==> src/rtl/image_op_sequencer.sv <==
// image_op_sequencer: queues frame commands, validates them, then scans the
// source frame in raster order and produces a delayed write strobe that
// accompanies each read through a MEM_LATENCY-deep pipeline.
// Optional feature: define IMAGE_OP_SEQ_FRAME_CNT_EN to add a 16-bit
// FRAME_COUNT output counting completed frames.
module image_op_sequencer #(
  parameter int MAX_WIDTH   = 1080,
  parameter int MAX_HEIGHT  = 1080,
  parameter int MEM_LATENCY = 1,
  parameter int FIFO_DEPTH  = 4
) (
  input  logic        CLK,
  input  logic        RESET,
  input  logic        CMD_VALID,
  output logic        CMD_READY,
  input  logic [1:0]  CMD_OPCODE,
  input  logic [11:0] CMD_WIDTH,
  input  logic [11:0] CMD_HEIGHT,
  input  logic        STALL,
  output logic [1:0]  PROC_OPCODE,
  output logic [11:0] PROC_WIDTH,
  output logic [11:0] PROC_HEIGHT,
  output logic [11:0] READ_ROW,
  output logic [11:0] READ_COL,
  output logic        RD_EN,
  output logic        WR_EN,
  output logic [11:0] WR_ROW,
  output logic [11:0] WR_COL,
  output logic        BUSY,
  output logic        FRAME_DONE,
  output logic        CMD_ERR
`ifdef IMAGE_OP_SEQ_FRAME_CNT_EN
  ,
  output logic [15:0] FRAME_COUNT
`endif
);

  localparam int PTR_W = (FIFO_DEPTH > 1) ? $clog2(FIFO_DEPTH) : 1;
  localparam int CNT_W = $clog2(FIFO_DEPTH + 1);
  localparam logic [12:0] MAX_W13 = 13'(MAX_WIDTH);
  localparam logic [12:0] MAX_H13 = 13'(MAX_HEIGHT);
  localparam logic [CNT_W-1:0] FULL_CNT = CNT_W'(FIFO_DEPTH);

  typedef enum logic [2:0] {
    S_IDLE  = 3'd0,
    S_LOAD  = 3'd1,
    S_SCAN  = 3'd2,
    S_DRAIN = 3'd3,
    S_DONE  = 3'd4
  } state_e;

  state_e state_q, state_d;

  // Command queue: {opcode, width, height}
  logic [25:0]      fifo_mem_q [FIFO_DEPTH];
  logic [25:0]      fifo_mem_d [FIFO_DEPTH];
  logic [PTR_W-1:0] wr_ptr_q, wr_ptr_d;
  logic [PTR_W-1:0] rd_ptr_q, rd_ptr_d;
  logic [CNT_W-1:0] count_q, count_d;

  logic [1:0]  proc_opcode_q, proc_opcode_d;
  logic [11:0] proc_width_q, proc_width_d;
  logic [11:0] proc_height_q, proc_height_d;
  logic [11:0] read_row_q, read_row_d;
  logic [11:0] read_col_q, read_col_d;

  logic        pipe_valid_q [MEM_LATENCY];
  logic        pipe_valid_d [MEM_LATENCY];
  logic [11:0] pipe_row_q [MEM_LATENCY];
  logic [11:0] pipe_row_d [MEM_LATENCY];
  logic [11:0] pipe_col_q [MEM_LATENCY];
  logic [11:0] pipe_col_d [MEM_LATENCY];

`ifdef IMAGE_OP_SEQ_FRAME_CNT_EN
  logic [15:0] frame_count_q, frame_count_d;
`endif

  logic        fifo_full_s, fifo_empty_s, push_s, pop_s;
  logic [1:0]  head_op_s;
  logic [11:0] head_w_s, head_h_s;
  logic        head_ok_s;
  logic        rd_en_s, frame_done_s, cmd_err_s, scan_stall_s;
  logic        last_addr_s, last_col_s, pipe_pending_s;

  assign fifo_full_s  = (count_q == FULL_CNT);
  assign fifo_empty_s = (count_q == {CNT_W{1'b0}});
  assign head_op_s    = fifo_mem_q[rd_ptr_q][25:24];
  assign head_w_s     = fifo_mem_q[rd_ptr_q][23:12];
  assign head_h_s     = fifo_mem_q[rd_ptr_q][11:0];
  assign head_ok_s    = (head_op_s != 2'd3) &&
                        (head_w_s != 12'd0) && ({1'b0, head_w_s} <= MAX_W13) &&
                        (head_h_s != 12'd0) && ({1'b0, head_h_s} <= MAX_H13);
  // Column/row limits always use the latched frame size, not the queue head
  assign last_col_s   = (read_col_q == (proc_width_q - 12'd1));
  assign last_addr_s  = last_col_s && (read_row_q == (proc_height_q - 12'd1));

  // Ready is held low while reset is asserted so nothing is accepted then
  assign CMD_READY = RESET && !fifo_full_s;
  assign push_s    = CMD_VALID && CMD_READY;

  // State register
  always_ff @(posedge CLK) begin
    if (!RESET) begin
      state_q <= S_IDLE;
    end else begin
      state_q <= state_d;
    end
  end

  // Next-state logic
  always_comb begin
    state_d = state_q;
    case (state_q)
      S_IDLE:  state_d = fifo_empty_s ? S_IDLE : S_LOAD;
      S_LOAD:  state_d = head_ok_s ? S_SCAN : S_IDLE;
      S_SCAN:  state_d = (rd_en_s && last_addr_s) ? S_DRAIN : S_SCAN;
      S_DRAIN: state_d = pipe_pending_s ? S_DRAIN : S_DONE;
      S_DONE:  state_d = S_IDLE;
      default: state_d = S_IDLE;
    endcase
  end

  // State-decoded strobes; STALL only matters while scanning or draining
  always_comb begin
    rd_en_s      = 1'b0;
    pop_s        = 1'b0;
    cmd_err_s    = 1'b0;
    frame_done_s = 1'b0;
    scan_stall_s = 1'b0;
    case (state_q)
      S_IDLE: begin
      end
      S_LOAD: begin
        pop_s     = 1'b1;
        cmd_err_s = !head_ok_s;
      end
      S_SCAN: begin
        rd_en_s      = !STALL;
        scan_stall_s = STALL;
      end
      S_DRAIN: begin
        scan_stall_s = STALL;
      end
      S_DONE: begin
        frame_done_s = 1'b1;
      end
      default: begin
      end
    endcase
  end

  // Queue bookkeeping: simultaneous push and pop keep the occupancy
  always_comb begin
    fifo_mem_d = fifo_mem_q;
    wr_ptr_d   = wr_ptr_q;
    rd_ptr_d   = rd_ptr_q;
    count_d    = count_q;
    if (push_s) begin
      fifo_mem_d[wr_ptr_q] = {CMD_OPCODE, CMD_WIDTH, CMD_HEIGHT};
      wr_ptr_d             = wr_ptr_q + {{(PTR_W-1){1'b0}}, 1'b1};
    end else begin
      wr_ptr_d = wr_ptr_q;
    end
    if (pop_s) begin
      rd_ptr_d = rd_ptr_q + {{(PTR_W-1){1'b0}}, 1'b1};
    end else begin
      rd_ptr_d = rd_ptr_q;
    end
    if (push_s && !pop_s) begin
      count_d = count_q + {{(CNT_W-1){1'b0}}, 1'b1};
    end else if (pop_s && !push_s) begin
      count_d = count_q - {{(CNT_W-1){1'b0}}, 1'b1};
    end else begin
      count_d = count_q;
    end
  end

  // Frame parameters and raster address generation
  always_comb begin
    proc_opcode_d = proc_opcode_q;
    proc_width_d  = proc_width_q;
    proc_height_d = proc_height_q;
    read_row_d    = read_row_q;
    read_col_d    = read_col_q;
    if ((state_q == S_LOAD) && head_ok_s) begin
      proc_opcode_d = head_op_s;
      proc_width_d  = head_w_s;
      proc_height_d = head_h_s;
      read_row_d    = 12'd0;
      read_col_d    = 12'd0;
    end else if (rd_en_s && !last_addr_s) begin
      if (last_col_s) begin
        read_col_d = 12'd0;
        read_row_d = read_row_q + 12'd1;
      end else begin
        read_col_d = read_col_q + 12'd1;
      end
    end else begin
      read_row_d = read_row_q;
    end
  end

  // Read-to-write delay line, frozen while stalled
  always_comb begin
    pipe_valid_d = pipe_valid_q;
    pipe_row_d   = pipe_row_q;
    pipe_col_d   = pipe_col_q;
    if (!scan_stall_s) begin
      pipe_valid_d[0] = rd_en_s;
      pipe_row_d[0]   = read_row_q;
      pipe_col_d[0]   = read_col_q;
      for (int i = 1; i < MEM_LATENCY; i++) begin
        pipe_valid_d[i] = pipe_valid_q[i-1];
        pipe_row_d[i]   = pipe_row_q[i-1];
        pipe_col_d[i]   = pipe_col_q[i-1];
      end
    end else begin
      pipe_valid_d[0] = pipe_valid_q[0];
    end
    // Drain ends once nothing remains after this cycle's write
    pipe_pending_s = 1'b0;
    for (int i = 0; i < MEM_LATENCY; i++) begin
      pipe_pending_s = pipe_pending_s | pipe_valid_d[i];
    end
  end

`ifdef IMAGE_OP_SEQ_FRAME_CNT_EN
  // Completed-frame counter, wraps naturally at 16 bits
  always_comb begin
    if (frame_done_s) begin
      frame_count_d = frame_count_q + 16'd1;
    end else begin
      frame_count_d = frame_count_q;
    end
  end
`endif

  // Queue storage (contents need no reset; occupancy guards them)
  always_ff @(posedge CLK) begin
    fifo_mem_q <= fifo_mem_d;
  end

  // Control and datapath registers
  always_ff @(posedge CLK) begin
    if (!RESET) begin
      wr_ptr_q      <= {PTR_W{1'b0}};
      rd_ptr_q      <= {PTR_W{1'b0}};
      count_q       <= {CNT_W{1'b0}};
      proc_opcode_q <= 2'd0;
      proc_width_q  <= 12'd0;
      proc_height_q <= 12'd0;
      read_row_q    <= 12'd0;
      read_col_q    <= 12'd0;
      for (int i = 0; i < MEM_LATENCY; i++) begin
        pipe_valid_q[i] <= 1'b0;
        pipe_row_q[i]   <= 12'd0;
        pipe_col_q[i]   <= 12'd0;
      end
`ifdef IMAGE_OP_SEQ_FRAME_CNT_EN
      frame_count_q <= 16'd0;
`endif
    end else begin
      wr_ptr_q      <= wr_ptr_d;
      rd_ptr_q      <= rd_ptr_d;
      count_q       <= count_d;
      proc_opcode_q <= proc_opcode_d;
      proc_width_q  <= proc_width_d;
      proc_height_q <= proc_height_d;
      read_row_q    <= read_row_d;
      read_col_q    <= read_col_d;
      pipe_valid_q  <= pipe_valid_d;
      pipe_row_q    <= pipe_row_d;
      pipe_col_q    <= pipe_col_d;
`ifdef IMAGE_OP_SEQ_FRAME_CNT_EN
      frame_count_q <= frame_count_d;
`endif
    end
  end

  assign PROC_OPCODE = proc_opcode_q;
  assign PROC_WIDTH  = proc_width_q;
  assign PROC_HEIGHT = proc_height_q;
  assign READ_ROW    = read_row_q;
  assign READ_COL    = read_col_q;
  assign RD_EN       = rd_en_s;
  assign WR_EN       = pipe_valid_q[MEM_LATENCY-1] && !scan_stall_s;
  assign WR_ROW      = pipe_row_q[MEM_LATENCY-1];
  assign WR_COL      = pipe_col_q[MEM_LATENCY-1];
  assign BUSY        = (state_q != S_IDLE);
  assign FRAME_DONE  = frame_done_s;
  assign CMD_ERR     = cmd_err_s;
`ifdef IMAGE_OP_SEQ_FRAME_CNT_EN
  assign FRAME_COUNT = frame_count_q;
`endif

endmodule
==> config.mk <==
export PLATFORM = sky130hd
export DESIGN_NAME = image_op_sequencer
export DESIGN_NICKNAME = d
export VERILOG_FILES = /design/src/rtl/image_op_sequencer.sv
export SDC_FILE = /design/constraint.sdc
export NUM_CORES = 1
export LEC_CHECK = 0
export BUFFER_PORTS_ARGS = -buffer_cell sky130_fd_sc_hd__buf_2
export CAP_MARGIN = 20
export CORE_MARGIN = 2
export CORE_UTILIZATION = 29
export CTS_BUF_LIST = sky130_fd_sc_hd__clkbuf_8
export CTS_CLUSTER_SIZE = 25
export DETAILED_ROUTE_END_ITERATION = 16
export SETUP_SLACK_MARGIN = 0.5
export SLEW_MARGIN = 15
export SYNTH_ARGS = -nofsm -noshare
export SYNTH_HDL_FRONTEND = slang
export SYNTH_SLANG_ARGS = --single-unit
==> constraint.sdc <==
create_clock -name CLK -period 4.04 [get_ports CLK]
set_input_delay 0.404 -clock CLK [delete_from_list [all_inputs] [get_ports CLK]]
set_output_delay 0.404 -clock CLK [all_outputs]
set_load 0.01 [all_outputs]
## Word-level counts from Yosys, hierarchy flattened

Cells that the tools add are included.

| storage, ports and cells | value |
|---|---|
| register bits after elaboration | 189 |
| bits of input ports | 30 |
| output and inout bits | 80 |
| logic and storage cells | 90 |

| cells by class | value |
|---|---|
| add/subtract/negate cells | 8 |
| magnitude comparators | 5 |
| equal/unequal tests | 8 |
| multiplexer cells | 20 |
| bitwise logic cells | 3 |
| reductions and logical operators | 30 |

Operators with widths:

| kind | number |
|---|---|
| $bwmux 104 | 1 |
| $mux 26 | 3 |
| $bmux 26 s2 | 1 |
| $demux 26 s2 | 1 |
| $add 12x1->12 const B | 2 |
| $eq 12x12->1 | 2 |
| $le 12x11->1 const B | 2 |
| $reduce_bool 12->1 | 2 |
| $sub 12x1->12 const B | 2 |
| $logic_and 1x1->1 | 14 |
| $mux 12 | 1 |
| $pmux 3 s4 | 1 |
| $mux 3 | 3 |
| $mux 1 | 8 |
| $logic_not 1->1 | 7 |
| $eq 3x2->1 const B | 2 |
| $eq 3x3->1 const B | 2 |
| $ge 3x3->1 const B | 2 |
| $logic_not 3->1 | 2 |
| $not 2->3 | 2 |
| $add 2x1->2 const B | 2 |
| $reduce_or 2->1 | 2 |
| $add 3x1->3 const B | 1 |
| $eq 3x1->1 const B | 1 |
| 8 further kinds | 8 |

## Logic depth before layout (Yosys ltp)

Gate-level depths: netlist of the first run.

| depth | value |
|---|---|
| depth after elaboration | 11 |
| gate-level depth with buffers | 13 |
| mapped depth without buffers | 10 |

## Least setup slack after synthesis of the first run

OpenSTA, ideal clock, no wires.

| path | value |
|---|---|
| path kind | flip-flop to flip-flop |
| start point | reg proc_height_q[0] (netlist: PROC_HEIGHT[0]) |
| end point | reg read_col_q[9] (netlist: READ_COL[9]) |
| arrival time | 2892 ps |
| data required time | 3915 ps |
| setup slack | 1023 ps |
| cell stages (with the launch flop) | 14 |
| buffers on the path | 3 |
| cells stage by stage | dfxtp_1 > clkbuf_1 > inv_1 > ha_1 > buf_2 > or4b_4 > nor4_4 > xnor2_1 > a2111o_1 > or3_1 > buf_6 > o2111ai_4 > or4_1 > a21oi_1 |

| between the ends | value |
|---|---|
| longest elaborated chain between the ends | 5 |

Ends and longest elaborated chain:

| what | RTL line | RTL |
|---|---|---|
| start: declaration | 63 | `logic [11:0] proc_height_q, proc_height_d;` |
| start signal: assignment | 268 | `proc_height_q <= proc_height_d;` |
| $sub 12x1->12 | 95 | `assign last_addr_s = last_col_s && (read_row_q == (proc_height_q - 12'd1));` |
| $eq 12x12->1 | 95 |  |
| $logic_and 1x1->1 | 95 |  |
| $logic_not 1->1 | 191 | `end else if (rd_en_s && !last_addr_s) begin` |
| $logic_and 1x1->1 | 191 |  |
| end signal: assignment | 270 | `read_col_q <= read_col_d;` |
| end: declaration | 65 | `logic [11:0] read_col_q, read_col_d;` |

Every way passes these cells.
A chain may end at the register's enable or synchronous reset.

## Worst setup path after layout of the first run

Same ends and word-level chain as after synthesis.

==> report_table.html, run 1 <==
<table>
<tr><th>Metric</th><th>Value</th></tr>
<tr><th colspan="2">Outcome</th></tr>
<tr><td>Run status</td><td>finished clean</td></tr>
<tr><th colspan="2">Clocking</th></tr>
<tr><td>Count of clock tree sinks</td><td>189</td></tr>
<tr><td>Number of buffers created by CTS</td><td>17</td></tr>
<tr><td>Maximum buffer depth of the clock tree</td><td>2</td></tr>
<tr><td>H-tree level count</td><td>4</td></tr>
<tr><td>Clock-pin slew on the worst setup and hold paths</td><td>0.11 ns</td></tr>
<tr><td>TritonCTS clock tree</td><td>built</td></tr>
<tr><td>Clock Tree Root</td><td>sky130_fd_sc_hd__clkbuf_8</td></tr>
<tr><td>Source-to-sink clock delay at the later pin of the worst-skew pair</td><td>0.46 ns</td></tr>
<tr><th colspan="2">Worst setup path</th></tr>
<tr><td>Peak per-stage delay on the critical path</td><td>0.56 ns</td></tr>
<tr><td>Highest-delay cell along the critical path</td><td>sky130_fd_sc_hd__or4b_4</td></tr>
<tr><td>Critical path class</td><td>flop to flop</td></tr>
<tr><td>Crit path cell chain</td><td>inv_1 &gt; ha_1 &gt; or4b_4 &gt; o31ai_1 &gt; xor2_1 &gt; a2bb2oi_1 &gt; or3_1 &gt; o2111ai_4 &gt; or4_1 &gt; a21oi_1</td></tr>
<tr><td>Startpoint kind of the worst setup timing path</td><td>flop</td></tr>
<tr><td>Worst endpoint required time</td><td>4.43 ns</td></tr>
<tr><td>CP max FO</td><td>9</td></tr>
<tr><td>Setup crit end kind</td><td>flop</td></tr>
<tr><td>Arrival time at the worst endpoint</td><td>3.64 ns</td></tr>
<tr><th colspan="2">Routing</th></tr>
<tr><td>DRC Markers</td><td>0</td></tr>
<tr><td>Number of vias in the routed layout</td><td>5,417</td></tr>
<tr><td>Iteration-0 DRC Markers</td><td>381</td></tr>
<tr><td>Routed vias/inst</td><td>4.67</td></tr>
<tr><td>Final routed wire length divided by cell count</td><td>16.5 um</td></tr>
<tr><td>Drt pass-1 iters</td><td>4</td></tr>
<tr><td>Total routed wirelength</td><td>19.2 mm</td></tr>
<tr><td>Number of routed nets with antenna violations</td><td>0</td></tr>
<tr><th colspan="2">Yosys</th></tr>
<tr><td>Proportion of netlist area held by the largest area contributor</td><td>37.7%</td></tr>
<tr><td>Most frequent cell after synthesis</td><td>sky130_fd_sc_hd__edfxtp_1</td></tr>
<tr><td>EDFF count, synth</td><td>104</td></tr>
<tr><td>Number of instances in the synthesized netlist</td><td>667</td></tr>
<tr><td>Cell type contributing the most total cell area after synthesis</td><td>sky130_fd_sc_hd__edfxtp_1</td></tr>
<tr><td>Sequential cell area fraction in the yosys report</td><td>58.2%</td></tr>
<tr><td>Synth Warn #</td><td>0</td></tr>
<tr><td>Post-Synthesis Mean Instance Area</td><td>12.4 um^2</td></tr>
<tr><td>Primary flip-flop cell chosen by synthesis mapping</td><td>sky130_fd_sc_hd__edfxtp_1</td></tr>
<tr><td>Synth Cell Area</td><td>8290 um^2</td></tr>
<tr><td>Synth cell count leaders</td><td>sky130_fd_sc_hd__edfxtp_1, sky130_fd_sc_hd__dfxtp_1, sky130_fd_sc_hd__nand2_1, sky130_fd_sc_hd__xnor2_1, sky130_fd_sc_hd__nor2_1</td></tr>
<tr><td>Synth Net Count</td><td>707</td></tr>
<tr><td>Async S/R FF share, synth</td><td>0%</td></tr>
<tr><td>Library cells used by synthesis</td><td>59</td></tr>
<tr><td>Register bit total from synthesis</td><td>189</td></tr>
<tr><td>Area contributors post-synth</td><td>sky130_fd_sc_hd__edfxtp_1, sky130_fd_sc_hd__dfxtp_1, sky130_fd_sc_hd__mux4_2, sky130_fd_sc_hd__xnor2_1, sky130_fd_sc_hd__mux2i_1</td></tr>
<tr><th colspan="2">Die</th></tr>
<tr><td>Floorplan die width</td><td>173 um</td></tr>
<tr><td># rows</td><td>61</td></tr>
<tr><td>Area enclosed by the die boundary</td><td>29,900 um^2</td></tr>
<tr><td>I/O pin count</td><td>110</td></tr>
<tr><td>Core region area</td><td>27,900 um^2</td></tr>
<tr><td>Effective utilization at floorplan</td><td>29.7%</td></tr>
<tr><td>Chip height</td><td>173 um</td></tr>
<tr><th colspan="2">Global routing</th></tr>
<tr><td>GRT overflow</td><td>0</td></tr>
<tr><td>Wire length of the first global-routing pass</td><td>30.3 mm</td></tr>
<tr><td>GRT Resource Usage Total</td><td>13.0%</td></tr>
<tr><td>Pin count of the biggest net entering global routing</td><td>62</td></tr>
<tr><td>Antenna violations before repair</td><td>1</td></tr>
<tr><td>Number of global-route vias before repair</td><td>5,015</td></tr>
<tr><th colspan="2">Placement</th></tr>
<tr><td>Total half-perimeter wirelength after legalization and detailed placement</td><td>13.5 mm</td></tr>
<tr><td>Total of buffers placed on input and output ports</td><td>109</td></tr>
<tr><td>Setup Slack @ Placement</td><td>0.635 ns</td></tr>
<tr><td>Routability congestion estimate</td><td>0.754</td></tr>
<tr><th colspan="2">Flow run</th></tr>
<tr><td>Max cap viols</td><td>0</td></tr>
<tr><th colspan="2">STA</th></tr>
<tr><td>Total count of max-transition violations in the final report</td><td>0</td></tr>
<tr><td>RSZ-0062 raised after global routing</td><td>no</td></tr>
<tr><td>Time the final worst path needs with I/O delays and setup</td><td>3.25 ns</td></tr>
<tr><td>Total negative setup slack</td><td>0 ns</td></tr>
<tr><td>Final setup violation count</td><td>0</td></tr>
<tr><td>Count of endpoints failing hold in the final timing report</td><td>0</td></tr>
<tr><td>Clk_skew</td><td>0.0144 ns</td></tr>
<tr><td>Fin worst setup slack</td><td>0.786 ns</td></tr>
<tr><td>Worst Tran Pin Value</td><td>1.08 ns</td></tr>
<tr><td>Final critical-path share of the clock period</td><td>80.5%</td></tr>
<tr><td>Relative slew margins</td><td>28.2%</td></tr>
<tr><td>Max Fclk</td><td>307 MHz</td></tr>
<tr><th colspan="2">Final layout</th></tr>
<tr><td># nets final</td><td>809</td></tr>
<tr><td>Number of diodes</td><td>0</td></tr>
<tr><td>Multi-input combinational cell area</td><td>3240 um^2</td></tr>
<tr><td>Area of all sequential standard cells</td><td>4830 um^2</td></tr>
<tr><td>Synthesis-to-layout area growth</td><td>16.6%</td></tr>
<tr><td>Fraction of layout instances using a drive strength above 1</td><td>24.9%</td></tr>
<tr><td>Fillcell total</td><td>2,844</td></tr>
<tr><th colspan="2">Pwr</th></tr>
<tr><td>PD cells</td><td>429 nW/um^2</td></tr>
<tr><td>Static leakage</td><td>3.58 nW</td></tr>
<tr><td>Largest vdd supply drop</td><td>0.000210 V</td></tr>
<tr><th colspan="2">Min path</th></tr>
<tr><td>Hold/Removal Path Class</td><td>primary input to flop</td></tr>
</table>
[sequential cells by signal, summed over array words and instances, names as in the netlist]
signal and cells:
PROC_WIDTH 12, pipe_valid_q 1, PROC_HEIGHT 12, count_q 3, WR_ROW 12, READ_ROW 12
fifo_mem_q 104, READ_COL 12, wr_ptr_q 2, state_q 3, WR_COL 12, rd_ptr_q 2
PROC_OPCODE 2
[layout make-up]
type	count	area share, %
repair buffers	123	6.94
clock buffers	17	2.42
inverters	12	0.466
flip-flops and latches	189	50.0
clock inverters	15	1.76
multi-input cells	426	33.5
well taps	378	4.90
[metrics by stage]
| stage | util (%) | hold slack, ns | cells | power [W] | instance area [um^2] |
|---|---|---|---|---|---|
| after floorplan | - | 0.450 | 667 | 0.00272 | 8290 |
| after global placement | 33.0 | 0.445 | 1127 | 0.00292 | 9230 |
| after detailed placement | 33.0 | 0.454 | 1127 | 0.00294 | 9230 |
| after CTS | 34.5 | 0.120 | 1159 | 0.00418 | 9630 |
| after global routing | 34.6 | 0.116 | 1160 | 0.00438 | 9660 |
| final | 34.6 | 0.149 | 1160 | 0.00414 | 9660 |
[routing by layer]
layer	vias to the layer above	routed length [um]	GRT usage, %	share of wire (%)
met2	136	8790	20.2	46
li1	2655	-	-	-
met4	0	129	2.97	0.67
met3	11	938	2.92	4.9
met5	-	0	0	0
met1	2615	9300	18.5	49
[worst paths after layout]
path | start | to | slack, ns | cells after the start
max reg2reg | PROC_HEIGHT[0] | READ_COL[9] | 0.79 | 10
min | STALL | state_q[2] | 0.15 | 2
max | PROC_HEIGHT[0] | READ_COL[9] | 0.79 | 10
min reg2reg | WR_COL[7] | WR_COL[7] | 0.46 | 2
[cell usage in the layout, fill, tap and decap left out, drive strengths merged, types with 15 or more instances in the layout]
master,n
a21boi,29
mux2i,27
buf,123
nand2,64
nor2,31
dfxtp,85
nor3,18
xnor2,37
nor2b,26
clkbuf,17
nand3,17
xor2,15
mux4,24
inv,19
edfxtp,104
[where the power goes]
group	switching [W]	leakage (nW)	internal (W)
clock network	0.000758	0.197	0.000471
registers	0.0000865	1.63	0.00211
logic	0.000355	1.75	0.000357
[kinds of logic after synthesis]
group | share of synthesized area, %
fa+ha+maj | 1.60
compound gates | 7.78
mux | 9.79
xor+xnor | 5.50
buf+inv | 2.72
flops | 58.2
simple gates | 14.4
[repair_timing]
action	CTS	global route
pin swaps	0	0
resized for setup	1	0
hold buffers	0	0
buffers inserted	0	1
setup endpoints to repair	1	1
cloned	0	0
[worst max-delay path, delay by kind of cell, from the launching register on]
| family | cells | cell delay (ns) |
|---|---|---|
| and+or+nand+nor | 3 | 1.44 |
| AOI/OAI and AO/OA | 4 | 0.78 |
| DFF | 1 | 0.41 |
| adders and majority gates | 1 | 0.35 |
| xor gates and xnor gates | 1 | 0.10 |
| buffers and inverters | 1 | 0.09 |
No activity file was read; power rests on OpenSTA's default activity.
==> run 2: changes to the inputs <==
clock period = 3 ns   (was 4.04 ns; I/O delays follow)
==> run 2 against run 1 <==
Compared with the run above: cell count grew 5.9%; highest routed layer unchanged; global-route usage grew 0.62 points; clock power is 38% higher; critical path type is now flop to output port; sequential power rose by 32%; wire length up 6.1%; power rose by 46%; die area stayed put.
==> report_table.html, run 2 (synthesis gave the netlist of run 1 again) <==
<table>
<tr><th>Metric</th><th>Value</th></tr>
<tr><th colspan="2">Outcome</th></tr>
<tr><td>Run status</td><td>finished clean</td></tr>
<tr><th colspan="2">Placement</th></tr>
<tr><td>Total half-perimeter wirelength after legalization and detailed placement</td><td>14.0 mm (+3.9%)</td></tr>
<tr><td>Total of buffers placed on input and output ports</td><td>109 (unchanged)</td></tr>
<tr><td>Routability congestion estimate</td><td>0.762 (+1.0%)</td></tr>
<tr><th colspan="2">Worst setup path</th></tr>
<tr><td>CP max FO</td><td>8 (-1)</td></tr>
<tr><td>Arrival time at the worst endpoint</td><td>2.64 ns (-1.00 ns)</td></tr>
<tr><td>Setup crit end kind</td><td>output port</td></tr>
<tr><td>Worst endpoint required time</td><td>2.70 ns (-1.73 ns)</td></tr>
<tr><td>Startpoint kind of the worst setup timing path</td><td>flop</td></tr>
<tr><td>Critical path class</td><td>flop to output port</td></tr>
<tr><th colspan="2">Clocking</th></tr>
<tr><td>Count of clock tree sinks</td><td>189 (unchanged)</td></tr>
<tr><td>Clock-pin slew on the worst setup and hold paths</td><td>0.12 ns (about the same)</td></tr>
<tr><td>Number of buffers created by CTS</td><td>17 (unchanged)</td></tr>
<tr><td>TritonCTS clock tree</td><td>built</td></tr>
<tr><td>Clock Tree Root</td><td>sky130_fd_sc_hd__clkbuf_8</td></tr>
<tr><td>Maximum buffer depth of the clock tree</td><td>2 (unchanged)</td></tr>
<tr><td>H-tree level count</td><td>4 (unchanged)</td></tr>
<tr><td>Source-to-sink clock delay at the later pin of the worst-skew pair</td><td>0.47 ns (about the same)</td></tr>
<tr><td>Post-CTS Hold Buffers</td><td>0 (unchanged)</td></tr>
<tr><th colspan="2">STA</th></tr>
<tr><td>Worst Tran Pin Value</td><td>0.568 ns (-0.508 ns)</td></tr>
<tr><td>Min Hold Slack</td><td>0.0440 ns (-0.105 ns)</td></tr>
<tr><td>Count of endpoints failing hold in the final timing report</td><td>0 (unchanged)</td></tr>
<tr><td>Total count of max-transition violations in the final report</td><td>0 (unchanged)</td></tr>
<tr><td>RSZ-0062 raised after global routing</td><td>yes</td></tr>
<tr><td>Time the final worst path needs with I/O delays and setup</td><td>2.94 ns</td></tr>
<tr><td>Relative slew margins</td><td>62.1% (+34 points)</td></tr>
<tr><td>Final critical-path share of the clock period</td><td>98.1%</td></tr>
<tr><td>Max Fclk</td><td>340 MHz</td></tr>
<tr><td>Clk_skew</td><td>0.0192 ns (+0.00480 ns)</td></tr>
<tr><td>Final setup violation count</td><td>0 (unchanged)</td></tr>
<tr><td>Total negative setup slack</td><td>0 ns (unchanged)</td></tr>
<tr><th colspan="2">Pwr</th></tr>
<tr><td>Comb power frac</td><td>23.8% (+6.6 points)</td></tr>
<tr><td>Net Sw Power</td><td>0.00178 W (+48%)</td></tr>
<tr><td>Largest vdd supply drop</td><td>0.000275 V (+31%)</td></tr>
<tr><td>PD cells</td><td>577 nW/um^2 (+35%)</td></tr>
<tr><td>Power share of the clock group</td><td>28.1% (-1.6 points)</td></tr>
<tr><td>Portion of total power attributed to sequential cells</td><td>48.1% (-5.0 points)</td></tr>
<tr><td>Sw Share</td><td>29.4% (+0.41 points)</td></tr>
<tr><td>Static leakage</td><td>4.02 nW (+12%)</td></tr>
<tr><td>Internal power</td><td>0.00428 W (+45%)</td></tr>
<tr><th colspan="2">Routing</th></tr>
<tr><td>Drt pass-1 iters</td><td>4 (unchanged)</td></tr>
<tr><td>Iteration-0 DRC Markers</td><td>384 (+0.79%)</td></tr>
<tr><td>Routed vias/inst</td><td>4.65 (-0.52%)</td></tr>
<tr><td>DRC Markers</td><td>0 (unchanged)</td></tr>
<tr><td>Total routed wirelength</td><td>20.3 mm (+6.1%)</td></tr>
<tr><td>Number of vias in the routed layout</td><td>5,705 (+5.3%)</td></tr>
<tr><td>Number of routed nets with antenna violations</td><td>0 (unchanged)</td></tr>
<tr><td>Final routed wire length divided by cell count</td><td>16.5 um (+0.19%)</td></tr>
<tr><th colspan="2">Final layout</th></tr>
<tr><td>Number of diodes</td><td>0 (unchanged)</td></tr>
<tr><td>Max FFs per register</td><td>104 (unchanged)</td></tr>
<tr><td>Most frequent cells in the layout</td><td>sky130_fd_sc_hd__buf_2, sky130_fd_sc_hd__edfxtp_1, sky130_fd_sc_hd__dfxtp_1</td></tr>
<tr><td>Synthesis-to-layout area growth</td><td>26.5%</td></tr>
<tr><td>Most common cell after layout, fill and taps aside</td><td>sky130_fd_sc_hd__buf_2</td></tr>
<tr><td>Largest register by flop count</td><td>fifo_mem_q</td></tr>
<tr><td># nets final</td><td>877 (+8.4%)</td></tr>
<tr><td>Fraction of layout instances using a drive strength above 1</td><td>34.2% (+9.3 points)</td></tr>
<tr><th colspan="2">Global routing</th></tr>
<tr><td>Antenna violations before repair</td><td>0 (-1)</td></tr>
<tr><td>GRT overflow</td><td>0 (unchanged)</td></tr>
<tr><td>Wire length of the first global-routing pass</td><td>31.9 mm (+5.4%)</td></tr>
<tr><td>Number of global-route vias before repair</td><td>5,473 (+9.1%)</td></tr>
<tr><td>Pin count of the biggest net entering global routing</td><td>62 (unchanged)</td></tr>
<tr><td>GRT Resource Usage Total</td><td>13.6% (+0.62 points)</td></tr>
<tr><th colspan="2">Die</th></tr>
<tr><td>Effective utilization at floorplan</td><td>29.7% (unchanged)</td></tr>
<tr><td>I/O pin count</td><td>110 (unchanged)</td></tr>
<tr><td>Area enclosed by the die boundary</td><td>29,900 um^2 (unchanged)</td></tr>
<tr><td>Chip height</td><td>173 um (unchanged)</td></tr>
<tr><td># rows</td><td>61 (unchanged)</td></tr>
<tr><td>Floorplan die width</td><td>173 um (unchanged)</td></tr>
<tr><td>Core region area</td><td>27,900 um^2 (unchanged)</td></tr>
<tr><th colspan="2">Min path</th></tr>
<tr><td>Hold/Removal Path Class</td><td>primary input to flop</td></tr>
<tr><th colspan="2">Flow run</th></tr>
<tr><td>Max cap viols</td><td>0 (unchanged)</td></tr>
</table>
==> run 2: cell types whose count changed in the layout (fill, tap and decap cells not counted), moves of 3 or more <==
cell	delta
sky130_fd_sc_hd__buf_12	+7
sky130_fd_sc_hd__dfxtp_1	-3
sky130_fd_sc_hd__nor4_2	+5
sky130_fd_sc_hd__buf_6	+6
sky130_fd_sc_hd__buf_4	+53
sky130_fd_sc_hd__nor4_1	-7
sky130_fd_sc_hd__o21ai_0	-3
==> run 2: per-stage QoR <==
stage,utilization [%],cell area [um^2],std cells,setup slack (ns),total power (W)
final,37.5,10500,1228,0.0581,0.00605
after detailed placement,34.6,9660,1172,0.118,0.00414
after global routing,37.5,10500,1228,-0.0726,0.00634
after floorplan,-,8400,667,0.109,0.00371
after CTS,37.1,10300,1222,0.0140,0.00607
after global placement,34.6,9660,1172,0.157,0.00413
==> run 2: worst paths after layout <==
kind	start	end	slack (ns)	cells past startpoint
setup / recovery	rd_ptr_q[0]	CMD_ERR	0.06	8
hold / removal	CMD_WIDTH[3]	fifo_mem_q[15]	0.04	1
setup reg to reg	rd_ptr_q[0]	PROC_HEIGHT[0]	0.18	11
hold reg to reg	WR_ROW[7]	WR_ROW[7]	0.46	2
==> run 2: power groups by stage <==
stage                     combinational, W  sequential (W)  clock, W
after global routing               0.00156         0.00293   0.00185
after CTS                          0.00140         0.00291   0.00176
after floorplan                   0.000760         0.00295         0
after global placement             0.00116         0.00297         0
after detailed placement           0.00117         0.00297         0
final                              0.00144         0.00291   0.00170
==> run 2: per-layer routing <==
layer	part of all wire (%)	up-vias	track usage, %	routed length, um
met5	0	-	0	0
li1	-	2796	-	-
met4	0.83	0	3.14	168
met1	48	2760	19.2	9670
met2	48	133	21.9	9720
met3	3.7	16	2.42	751
==> run 2: critical path: stages, from the launching register on <==
cell and delay, ns:
sky130_fd_sc_hd__dfxtp_4 0.42, sky130_fd_sc_hd__buf_12 0.15, sky130_fd_sc_hd__buf_6 0.11, sky130_fd_sc_hd__mux4_2 0.53, sky130_fd_sc_hd__a221o_1 0.40, sky130_fd_sc_hd__a31oi_2 0.18
sky130_fd_sc_hd__a31oi_1 0.11, sky130_fd_sc_hd__buf_4 0.16, sky130_fd_sc_hd__buf_6 0.11
==> run 2: area by class of cell <==
| cell class | instances | area [um^2] |
|---|---|---|
| repair buffers | 191 | 1310 |
| well taps | 378 | 473 |
| fillers | 2776 | 17500 |
| clock inverters | 15 | 186 |
| clock buffers | 17 | 234 |
| flip-flops and latches | 189 | 4830 |
| multi-input cells | 426 | 3400 |
| inverters | 12 | 47.5 |
==> run 2: repair_timing <==
| item | CTS | global route |
|---|---|---|
| setup buffers | 17 | 5 |
| gates resized for setup | 21 | 23 |
| gates cloned | 1 | 1 |
| setup endpoints to repair | 54 | 54 |
| pin swaps | 11 | 12 |
